`src/rtl/ahbl_bus_mux.sv`:
```
// AHB-Lite page decoder / response mux for NS slaves, with a built-in default slave
// that answers unmapped NONSEQ/SEQ transfers with a two-cycle ERROR. Optional watchdog: AHBL_BUS_TIMEOUT_EN.
module ahbl_bus_mux #(
  parameter int                     NS         = 7,
  parameter int                     PAGE_W     = 8,
  parameter int                     PAGE_LSB   = 24,
  parameter logic [NS*PAGE_W-1:0]   SLV_PAGES  = {8'h40, 8'h4B, 8'h4A, 8'h49, 8'h48, 8'h20, 8'h00},
  parameter logic [31:0]            DFLT_RDATA = 32'hDEADBEEF,
  parameter int                     TIMEOUT    = 256
) (
  input  logic             HCLK,
  input  logic             HRESETn,
  input  logic [31:0]      HADDR,
  input  logic [1:0]       HTRANS,
  output logic [31:0]      HRDATA,
  output logic             HREADY,
  output logic             HRESP,
  output logic [NS-1:0]    HSEL,
  input  logic [NS-1:0]    HREADY_S,
  input  logic [NS-1:0]    HRESP_S,
  input  logic [NS*32-1:0] HRDATA_S,
  output logic             TO_FLAG,
  output logic [3:0]       TO_IDX
);

  typedef enum logic [1:0] {DS_IDLE, DS_ERR1, DS_ERR2} ds_state_e;

  ds_state_e         state_q, state_d;
  logic [NS-1:0]     dsel_q, dsel_d;
  logic [PAGE_W-1:0] page;
  logic [NS-1:0]     hsel;
  logic              unmapped;
  logic              s_ready, s_resp;
  logic [31:0]       s_rdata;
  logic [3:0]        s_idx;

  // Address-phase decode; scanning from the top down lets the lowest matching index win.
  always_comb begin
    page = HADDR[PAGE_LSB +: PAGE_W];
    // NOTE: every always_comb output gets a default first so no path can infer a latch.
    hsel = '0;
    for (int i = NS - 1; i >= 0; i--) begin
      if (page == SLV_PAGES[i*PAGE_W +: PAGE_W]) begin
        hsel    = '0;
        hsel[i] = 1'b1;
      end
    end
  end

  assign unmapped = ~|hsel;
  assign HSEL     = hsel;

  // Data-phase slave mux; dsel_q is one-hot or zero, so a plain scan is a true mux.
  always_comb begin
    s_ready = 1'b1;
    s_resp  = 1'b0;
    s_rdata = DFLT_RDATA;
    s_idx   = '0;
    for (int i = 0; i < NS; i++) begin
      if (dsel_q[i]) begin
        s_ready = HREADY_S[i];
        s_resp  = HRESP_S[i];
        s_rdata = HRDATA_S[i*32 +: 32];
        s_idx   = 4'(i);
      end
    end
  end

  always_comb begin
    unique case (state_q)
      DS_ERR1: begin HREADY = 1'b0;    HRESP = 1'b1;   HRDATA = DFLT_RDATA; end
      DS_ERR2: begin HREADY = 1'b1;    HRESP = 1'b1;   HRDATA = DFLT_RDATA; end
      default: begin HREADY = s_ready; HRESP = s_resp; HRDATA = s_rdata;    end
    endcase
  end

`ifdef AHBL_BUS_TIMEOUT_EN
  localparam int CNT_W = $clog2(TIMEOUT);

  logic [CNT_W-1:0] cnt_q, cnt_d;
  logic             to_flag_q, to_flag_d;
  logic [3:0]       to_idx_q, to_idx_d;
`endif

  always_comb begin
    dsel_d  = dsel_q;
    state_d = state_q;
    if (state_q == DS_ERR1) begin
      state_d = DS_ERR2;
    end else if (HREADY) begin
      dsel_d  = hsel;
      state_d = (unmapped && HTRANS[1]) ? DS_ERR1 : DS_IDLE;
    end
`ifdef AHBL_BUS_TIMEOUT_EN
    cnt_d     = cnt_q;
    to_flag_d = to_flag_q;
    to_idx_d  = to_idx_q;
    if (HREADY) begin
      cnt_d = '0;
    end else if (dsel_q != '0) begin
      if (cnt_q == CNT_W'(TIMEOUT - 1)) begin
        // Abandon the stalled slave and let the default slave finish the transfer.
        state_d = DS_ERR1;
        dsel_d  = '0;
        cnt_d   = '0;
        if (!to_flag_q) begin
          to_flag_d = 1'b1;
          to_idx_d  = s_idx;
        end
      end else begin
        cnt_d = cnt_q + 1'b1;
      end
    end
`endif
  end

  // NOTE: sequential state uses non-blocking assignments so every flop samples pre-edge values.
  always_ff @(posedge HCLK or negedge HRESETn) begin
    if (!HRESETn) begin
      state_q <= DS_IDLE;
      dsel_q  <= '0;
    end else begin
      state_q <= state_d;
      dsel_q  <= dsel_d;
    end
  end

`ifdef AHBL_BUS_TIMEOUT_EN
  always_ff @(posedge HCLK or negedge HRESETn) begin
    if (!HRESETn) begin
      cnt_q     <= '0;
      to_flag_q <= 1'b0;
      to_idx_q  <= '0;
    end else begin
      cnt_q     <= cnt_d;
      to_flag_q <= to_flag_d;
      to_idx_q  <= to_idx_d;
    end
  end

  assign TO_FLAG = to_flag_q;
  assign TO_IDX  = to_idx_q;
`else
  assign TO_FLAG = 1'b0;
  assign TO_IDX  = 4'd0;
`endif

  // Only the page field and HTRANS[1] matter to the decoder.
  logic unused_ok;
  assign unused_ok = ^{HADDR, HTRANS[0], 32'(TIMEOUT)};

endmodule
```
`config.mk`:
```
export PLATFORM = sky130hd
export DESIGN_NAME = ahbl_bus_mux
export DESIGN_NICKNAME = d
export VERILOG_FILES = /design/src/rtl/ahbl_bus_mux.sv
export SDC_FILE = /design/constraint.sdc
export NUM_CORES = 1
export LEC_CHECK = 0
export CORE_AREA = 3 3 122 124
export DETAILED_ROUTE_END_ITERATION = 12
export DIE_AREA = 0 0 125 127
export SKIP_CTS_REPAIR_TIMING = 1
export SLEW_MARGIN = 10
export SYNTH_ARGS = -nofsm -noshare
export SYNTH_HDL_FRONTEND = slang
export SYNTH_SLANG_ARGS = --single-unit
```
`constraint.sdc`:
```
create_clock -name HCLK -period 2.3 [get_ports HCLK]
set_input_delay 0.23 -clock HCLK [delete_from_list [all_inputs] [get_ports HCLK]]
set_output_delay 0.23 -clock HCLK [all_outputs]
set_load 0.02 [all_outputs]
```
# After elaboration in Yosys (flattened, before gate mapping)
# Cells that the tools add are included.
# word_totals
register_bits	9
input_bits	274
output_inout_bits	46
word_cells	52
# classes
eq_ne	8
n_mux	34
n_bitwise	1
n_reduce_logical	7
# op_table
operator	n
$mux W32	8
$mux W7	7
$eq A8 B7 Y1 const B	5
$mux W1	16
$eq A8 B6 Y1 const B	1
$logic_not A8 Y1	1
$reduce_or A7 Y1	1
$mux W2	2
$eq A2 B1 Y1 const B	1
$eq A2 B2 Y1 const B	1
$pmux W1 S2	1
$reduce_and A2 Y1	1
$reduce_bool A2 Y1	1
$reduce_or A2 Y1	1
$logic_and A1 B1 Y1	1
$logic_not A1 Y1	1
$not A1 Y1	1

# Logic depth before layout (Yosys ltp)
# Gate-level depths: netlist (run 1).
# depth
word_depth	14
mapped_depth	8
depth_no_buf	7

# Worst setup path before layout (run 1)
# OpenSTA, ideal clock, no wires.
# synth_timing
path_type	flip-flop to output port
start	reg dsel_q[1]
end	out HRDATA[30]
arrival_ns	1.946
t_required_ns	2.070
path_slack_ns	0.124
stages_incl_launch_ff	7
n_path_buf	1
cell_sequence	dfrtp_1 inv_1 buf_2 nor2_1 o31ai_1 a221oi_1 o311ai_0
# synth_between
elab_chain_len	7
# synth_rtl
element	line	text
start, declared	29	logic [NS-1:0] dsel_q, dsel_d;
start signal, assigned	124	dsel_q <= dsel_d;
$mux W32 (6 in a row)	60	if (dsel_q[i]) begin
$mux W32	70	unique case (state_q)
end, declared	15	output logic [31:0] HRDATA,
# Every way passes these cells.

# Final worst setup path (run 1)
# layout_timing
start	reg dsel_q[1]
end	out HRDATA[26]
# The elaborated chain is that of the path after synthesis.

==> results.md, run 1 <==
* Outcome: complete, no violations
* Startpoint class of the critical path: flip-flop
* Max VDD drop at 304 uV
* Hold/Removal Path Class: in -> async
* Clock root buffer: clkbuf_16
* Post-synth ARST share at 100%
* Most common cell after layout, fill and taps aside: clkdlybuf4s50_1
* Antenna diodes at 0
* CP required at slightly above 2 ns
* # IOs at 320
* Via density at a little under 5
* Number of nets in the layout at 965
* Sink Count at 9
* Dpl cells at 864
* Post-synth EDFFs at 0
* Worst EP arrival at approximately 2.0 ns
* DIE AREA at 0.0159 sq mm
* Pwr Density at between 300 and 400 mW/mm^2
* Clock Pin Slew Worst Setup and Hold Paths at 0.04 ns
* Final setup viols at 0
* Gr ovfl total at 0
* Kind of critical path: reg -> out
* FMAX at 0.448 GHz
* R2R cell count at 8
* Synth Area in Compound Gates at between 50 and 60%
* 1st-iter DRT viols at just over 200
* Share of layout cells above drive strength 1 at between 10% and 20%
* Worst Clk Skew at 0.00481 ns
* Final ANT Viol Nets at 0
* Post-synthesis sequential area ratio at 8.68%
* Number of hold violations in the final report at 0
* Vias at 4306
* # rows at 43
* Core Box Area at 0.0139 sq mm
* Antenna violations before repair at 0
* Hold Slack at 0.295 ns
* Area Overhead vs Synth at 133%
* Crit Path Max Fanout at 16
* Die Width at ~130 um
* Pre-Repair DR Iteration Count at 5
* Die Y at 127 um
* Gr usage total at 18.5%
* Post-route DRC violation count at 0
* Number of port buffers at between 200 and 300
* Min Tclk post-route at 2.23 ns
* Main combinational cell family by area after synthesis: compound AO/OA/AOI/OAI gates
* First-pass GRT wire length at 24100 um
* TritonCTS clock tree: built
* Maxcap violations at 0
* Endpoint class of the critical path: output pin
* Vias in the first global route at 4415
* Final Non-Filler Cells at 868
* Multiplexer area fraction after synthesis at 3.42%
* TritonCTS Buffers at 3
* Pleak at 2.39 nW
* XOR/XNOR Fraction of Synth Area at 0%
* Post-synth top flop: dfrtp_1
* Synth unique cells at 39
* Synth warn at 0
* Post-Synth Simple-Gate Area at between 10% and 20%
* Synth Area in Adders at less than 1%
* Initial Util at a little under a fifth
* Clk Latency, worst-skew pair at about 0.24 ns
* Final slew viol count at 0
* Synth Cell Area at approximately 0.0026 sq mm
* Fin crit share at 97.1%
* Routed Wire Length at between 15000 and 20000 um
* H-tree Lvls at 1
* Post-detail-place hpwl at around 13000 um
* Per-cell routed wire length at 18.5 um
* Syn Inst Count at 408
* RD Place Congestion at 0.937
* Largest net degree at the start of global routing at 40
* Most frequent cells in the layout: clkdlybuf4s50_1 (248), a21oi_1 (66), inv_1 (39), a221oi_1 (34), nor2b_1 (34)
* Clock buffer depth at 2
* Avg Cell Area, Syn at 6.36 sq um
* Synthesized flop and latch total at 9
* RSZ-0062 raised after global routing: yes
## through the flow
step	setup TNS (ns)	cell area (sq um)	power (W)	util [%]	worst slack, ns
after global routing	-0.0606	6050	0.00222	43.6	-0.0393
after global placement	-2.55	5900	0.00177	42.5	-0.312
final	0	6050	0.00205	43.6	0.0661
after CTS	-11.83	5980	0.00210	43.1	-0.561
after detailed placement	-3.33	5900	0.00177	42.5	-0.362
after floorplan	0	2610	0.000893	-	0.124
## sequential cells by signal (all words and copies together) (netlist names)
signal and flops:
dsel_q 7, state_q 2
## worst paths after layout
path	slack [ns]	to	start
worst max-delay path	0.07	HRDATA[26]	dsel_q[1]$_DFFE_PN0P_
worst min-delay path	0.29	dsel_q[5]$_DFFE_PN0P_	HRESETn
worst max register to register	0.18	dsel_q[2]$_DFFE_PN0P_	state_q[0]$_DFFE_PN0P_
worst min register to register	0.53	state_q[1]$_DFFE_PN0P_	state_q[1]$_DFFE_PN0P_
max in group asynchronous	1.68	dsel_q[6]$_DFFE_PN0P_	HRESETn
min in group HCLK	0.53	state_q[1]$_DFFE_PN0P_	state_q[1]$_DFFE_PN0P_
## area by class of cell
type	count	area, sq um
Clock buffer	3	75.1
Clock inverter	1	5.00
Fill cell	1395	7830
Inverter	39	146
Multi-Input combinational cell	311	2050
Sequential cell	9	231
Tap cell	180	225
Timing Repair Buffer	325	3320
## synth_stat cells (2+ instances only)
cell type	n	area [sq um]
inv_1	39	146
nor3_1	2	10.0
nor3b_2	4	50.1
ha_1	2	25.0
mux2_1	6	67.6
buf_2	13	65.1
o22ai_1	23	144
clkbuf_1	26	97.6
o21ai_0	31	155
or3_1	2	12.5
nand2_1	28	105
a221oi_1	41	359
dfrtp_1	9	225
nor2_1	13	48.8
o31ai_1	9	67.6
o311ai_0	11	96.3
buf_1	6	22.5
buf_4	8	60.1
o311ai_1	13	114
a21oi_1	66	330
nor2b_1	35	219
nand2b_1	2	12.5
a31oi_1	3	18.8
## worst max-delay path, stage by stage (launching register included)
cell and delay (ns):
dfrtp_1 0.39, nand2b_2 0.24, buf_12 0.17, o22ai_1 0.17, o21ai_0 0.11, a221oi_1 0.29, o311ai_1 0.15, dlymetal6s2s_1 0.23
## cell families (layout without fill, tap and decap cells)
family	Yosys count	in the layout
muxes	8	8
and+or+nand+nor	93	93
DFF	9	9
adders and majority gates	2	2
buffers and inverters	92	368
AOI/OAI and AO/OA	203	203
other	1	5
## layer usage
layer | track usage (%) | up-vias | wire, um
li1 | - | 2100 | -
met1 | 22.5 | 1977 | 6460
met2 | 34.1 | 212 | 8140
met3 | 3.72 | 17 | 1170
met4 | 3.57 | 0 | 257
met5 | 0 | - | 0
## power by group
group          internal [W]  switching, W  total, W
clock network      0.000230     0.0000825  0.000312
registers          0.000179     0.0000169  0.000196
logic              0.000814      0.000732   0.00155
total               0.00122      0.000831   0.00205
Note: power is estimated with default switching activity, not from simulation.
==> run 2, diff against run 1 <==
--- a/config.mk
+++ b/config.mk
@@ -5,9 +5,9 @@
 export SDC_FILE = /design/constraint.sdc
 export NUM_CORES = 1
 export LEC_CHECK = 0
-export CORE_AREA = 3 3 122 124
+export CORE_AREA = 2 2 124 126
 export DETAILED_ROUTE_END_ITERATION = 12
-export DIE_AREA = 0 0 125 127
+export DIE_AREA = 0 0 126 128
 export SKIP_CTS_REPAIR_TIMING = 1
 export SLEW_MARGIN = 10
 export SYNTH_ARGS = -nofsm -noshare
==> constraint.sdc (replaced) <==
create_clock -name HCLK -period 2.2 [get_ports HCLK]
set_input_delay 0.22 -clock HCLK [delete_from_list [all_inputs] [get_ports HCLK]]
set_output_delay 0.22 -clock HCLK [all_outputs]
set_load 0.02 [all_outputs]
==> run 2 against run 1 <==
  * The flow now finishes with violations (setup timing)
  * Clock power is 4% higher
  * First-iteration DRC count shrank 17%
  * Non-clock buffer count up 26
  * Register-to-register slack got worse by 0.14 ns
  * Sequential power is 5% higher
  * Wire length grew 7.2%
  * Highest routed layer unchanged
  * Final area grew 10%
  * Die area grew 1.6%
==> results.md, run 2 (same netlist as run 1, synthesis figures left out) <==
* Hold/Removal Path Class: in -> async
* Gr ovfl total at 0 (unchanged)
* Number of port buffers at 289 (unchanged)
* Most frequent cells in the layout: clkdlybuf4s50_1 (248), a21oi_1 (66), buf_4 (43), inv_1 (38), nor2b_1 (34)
* TritonCTS Buffers at 3 (unchanged)
* Maxcap violations at 0 (unchanged)
* Pre-Repair DR Iteration Count at 6 (+1)
* DIE AREA at 0.0161 sq mm (+1.6%)
* H-tree Lvls at 1 (unchanged)
* Area Overhead vs Synth at 157%
* Largest net degree at the start of global routing at 37 (-7.5%)
* Outcome: finished with violations
* GR Layer Usage met1 at 21.7% (-0.84 points)
* Post-detail-place hpwl at 12400 um (-2.7%)
* Min Tclk post-route at 2.40 ns
* Kind of critical path: reg -> out
* Most common cell after layout, fill and taps aside: clkdlybuf4s50_1
* FMAX at 0.416 GHz
* P_int at 0.00145 W (+19%)
* Pleak at 2.44 nW (+2.1%)
* Fin worst setup slack at -0.202 ns (-0.268 ns)
* # rows at 45 (+4.7%)
* # fillers at 1494 (+7.1%)
* Die Y at 128 um (+0.79%)
* 1st-iter DRT viols at 171 (-17%)
* Startpoint class of the critical path: flip-flop
* Gate power share at 78.5% (+3.2 points)
* Seq pwr share at 8.3% (-1.2 points)
* Core Util, Final at 44.8% (+1.2 points)
* Clock Pin Slew Worst Setup and Hold Paths at 0.04 ns (about the same)
* Per-cell routed wire length at 19.0 um (+3.2%)
* Failing checks: setup timing
* GRT busiest layer: met2
* M3 GR Usage at 3.96% (+0.24 points)
* Vias in the first global route at 4615 (+4.5%)
* First-pass GRT wire length at 24400 um (+0.97%)
* Final ANT Viol Nets at 0 (unchanged)
* Sink Count at 9 (unchanged)
* Antenna violations before repair at 0 (unchanged)
* Clk Latency, worst-skew pair at 0.24 ns (about the same)
* Gr usage total at 18.3% (-0.24 points)
* Regs by FF count: dsel_q (7), state_q (2)
* Clock power share at 13.2% (-2.0 points)
* Vias at 4544 (+5.5%)
* Worst EP arrival at 2.18 ns (+0.18 ns)
* Max VDD drop at 513 uV (+68%)
* Pwr Density at 371 mW/mm^2 (+9.3%)
* Switching Share at 41.2% (+0.73 points)
* Die Width at 126 um (+0.80%)
* Sw power at 0.00102 W (+23%)
* RSZ-0062 raised after global routing: yes
* Share of layout cells above drive strength 1 at 26.2% (+15 points)
* Initial Util at 17.4% (-1.2 points)
* Biggest register: dsel_q
* Crit Path Max Fanout at 5 (-11)
* R2r setup slk at 0.04 ns (-0.14 ns)
* RD Place Congestion at 0.908 (-3.2%)
* Via density at 5.04 (+1.5%)
* Fin crit share at 109%
* Clock root buffer: clkbuf_16
* Antenna diodes at 0 (unchanged)
* Final slew viol count at 0 (unchanged)
* Number of hold violations in the final report at 0 (unchanged)
* Routed Wire Length at 17200 um (+7.2%)
* Final setup viols at 17 (+17)
* Worst slack at placement at -0.357 ns (+0.00528 ns)
* Worst Clk Skew at 0.00193 ns (-0.00288 ns)
* Met2 GRT Util at 34.0% (-0.042 points)
* CP required at 1.98 ns (-0.09 ns)
* # IOs at 320 (unchanged)
* Number of nets in the layout at 991 (+2.7%)
* Clock buffer depth at 2 (unchanged)
* Total negative slack at -0.956 ns (-0.956 ns)
* Post-route DRC violation count at 0 (unchanged)
* Core Box Area at 0.0149 sq mm (+7.1%)
* TritonCTS clock tree: built
* Endpoint class of the critical path: output pin
* Max reg flops at 7 (unchanged)
[run 2: cell count changes in the layout (fill, tap and decap cells not counted), moves of 13 or more]
| cell | change |
|---|---|
| a221oi_1 | -19 |
| o21ai_0 | -19 |
| buf_4 | +18 |
| buf_2 | +19 |
| o22ai_1 | -13 |
| a221oi_2 | +17 |
| dlymetal6s2s_1 | -27 |
[run 2: through the flow]
stage / cells / hold WS, ns / power, W / cell area (sq um)
5_1_grt: 902 / 0.322 / 0.00262 / 6660
3_5_place_dp: 877 / 0.525 / 0.00188 / 5940
3_3_place_gp: 877 / 0.492 / 0.00186 / 5940
6_report: 902 / 0.291 / 0.00247 / 6660
4_1_cts: 881 / 0.309 / 0.00222 / 6020
2_1_floorplan: 412 / -0.0756 / 0.000933 / 2610
[run 2: critical path, cell delays in order, from the launching register on]
cell and delay [ns]:
dfrtp_1 0.41, buf_6 0.13, clkinvlp_4 0.14, buf_12 0.17, buf_12 0.14, o22ai_1 0.16, o21ai_0 0.11, a221oi_1 0.30
o311ai_1 0.15, dlymetal6s2s_1 0.24
[run 2: worst paths after layout]
| path | from | endpoint | depth (start not counted) |
|---|---|---|---|
| max reg2reg | dsel_q[1]$_DFFE_PN0P_ | dsel_q[4]$_DFFE_PN0P_ | 10 |
| min | HRESETn | dsel_q[0]$_DFFE_PN0P_ | 1 |
| max | dsel_q[1]$_DFFE_PN0P_ | HRDATA[18] | 9 |
| max in group asynchronous | HRESETn | dsel_q[6]$_DFFE_PN0P_ | 1 |
| min in group HCLK | state_q[1]$_DFFE_PN0P_ | state_q[1]$_DFFE_PN0P_ | 1 |
| min reg2reg | state_q[1]$_DFFE_PN0P_ | state_q[1]$_DFFE_PN0P_ | 1 |
[run 2: routing by layer]
layer	vias up	share of wire, %
met3	23	7.1
met1	2149	40
li1	2150	-
met4	0	1.4
met2	222	51
met5	-	0
[run 2: cell type report]
class                   instances  area (sq um)  area share [%]
repair buffers                351          3480            52.3
clock inverters                 1          5.00          0.0752
multi-input cells             311          2480            37.2
inverters                      39           150            2.25
flip-flops and latches          9           231            3.48
well taps                     188           235            3.53
clock buffers                   3          75.1            1.13
[run 2: power groups by stage]
stage          sequential, W  combinational (W)  clock (W)
2_1_floorplan       0.000201           0.000732          0
3_3_place_gp        0.000207            0.00165          0
3_5_place_dp        0.000210            0.00167          0
4_1_cts             0.000207            0.00169   0.000328
5_1_grt             0.000210            0.00207   0.000339
6_report            0.000206            0.00194   0.000326
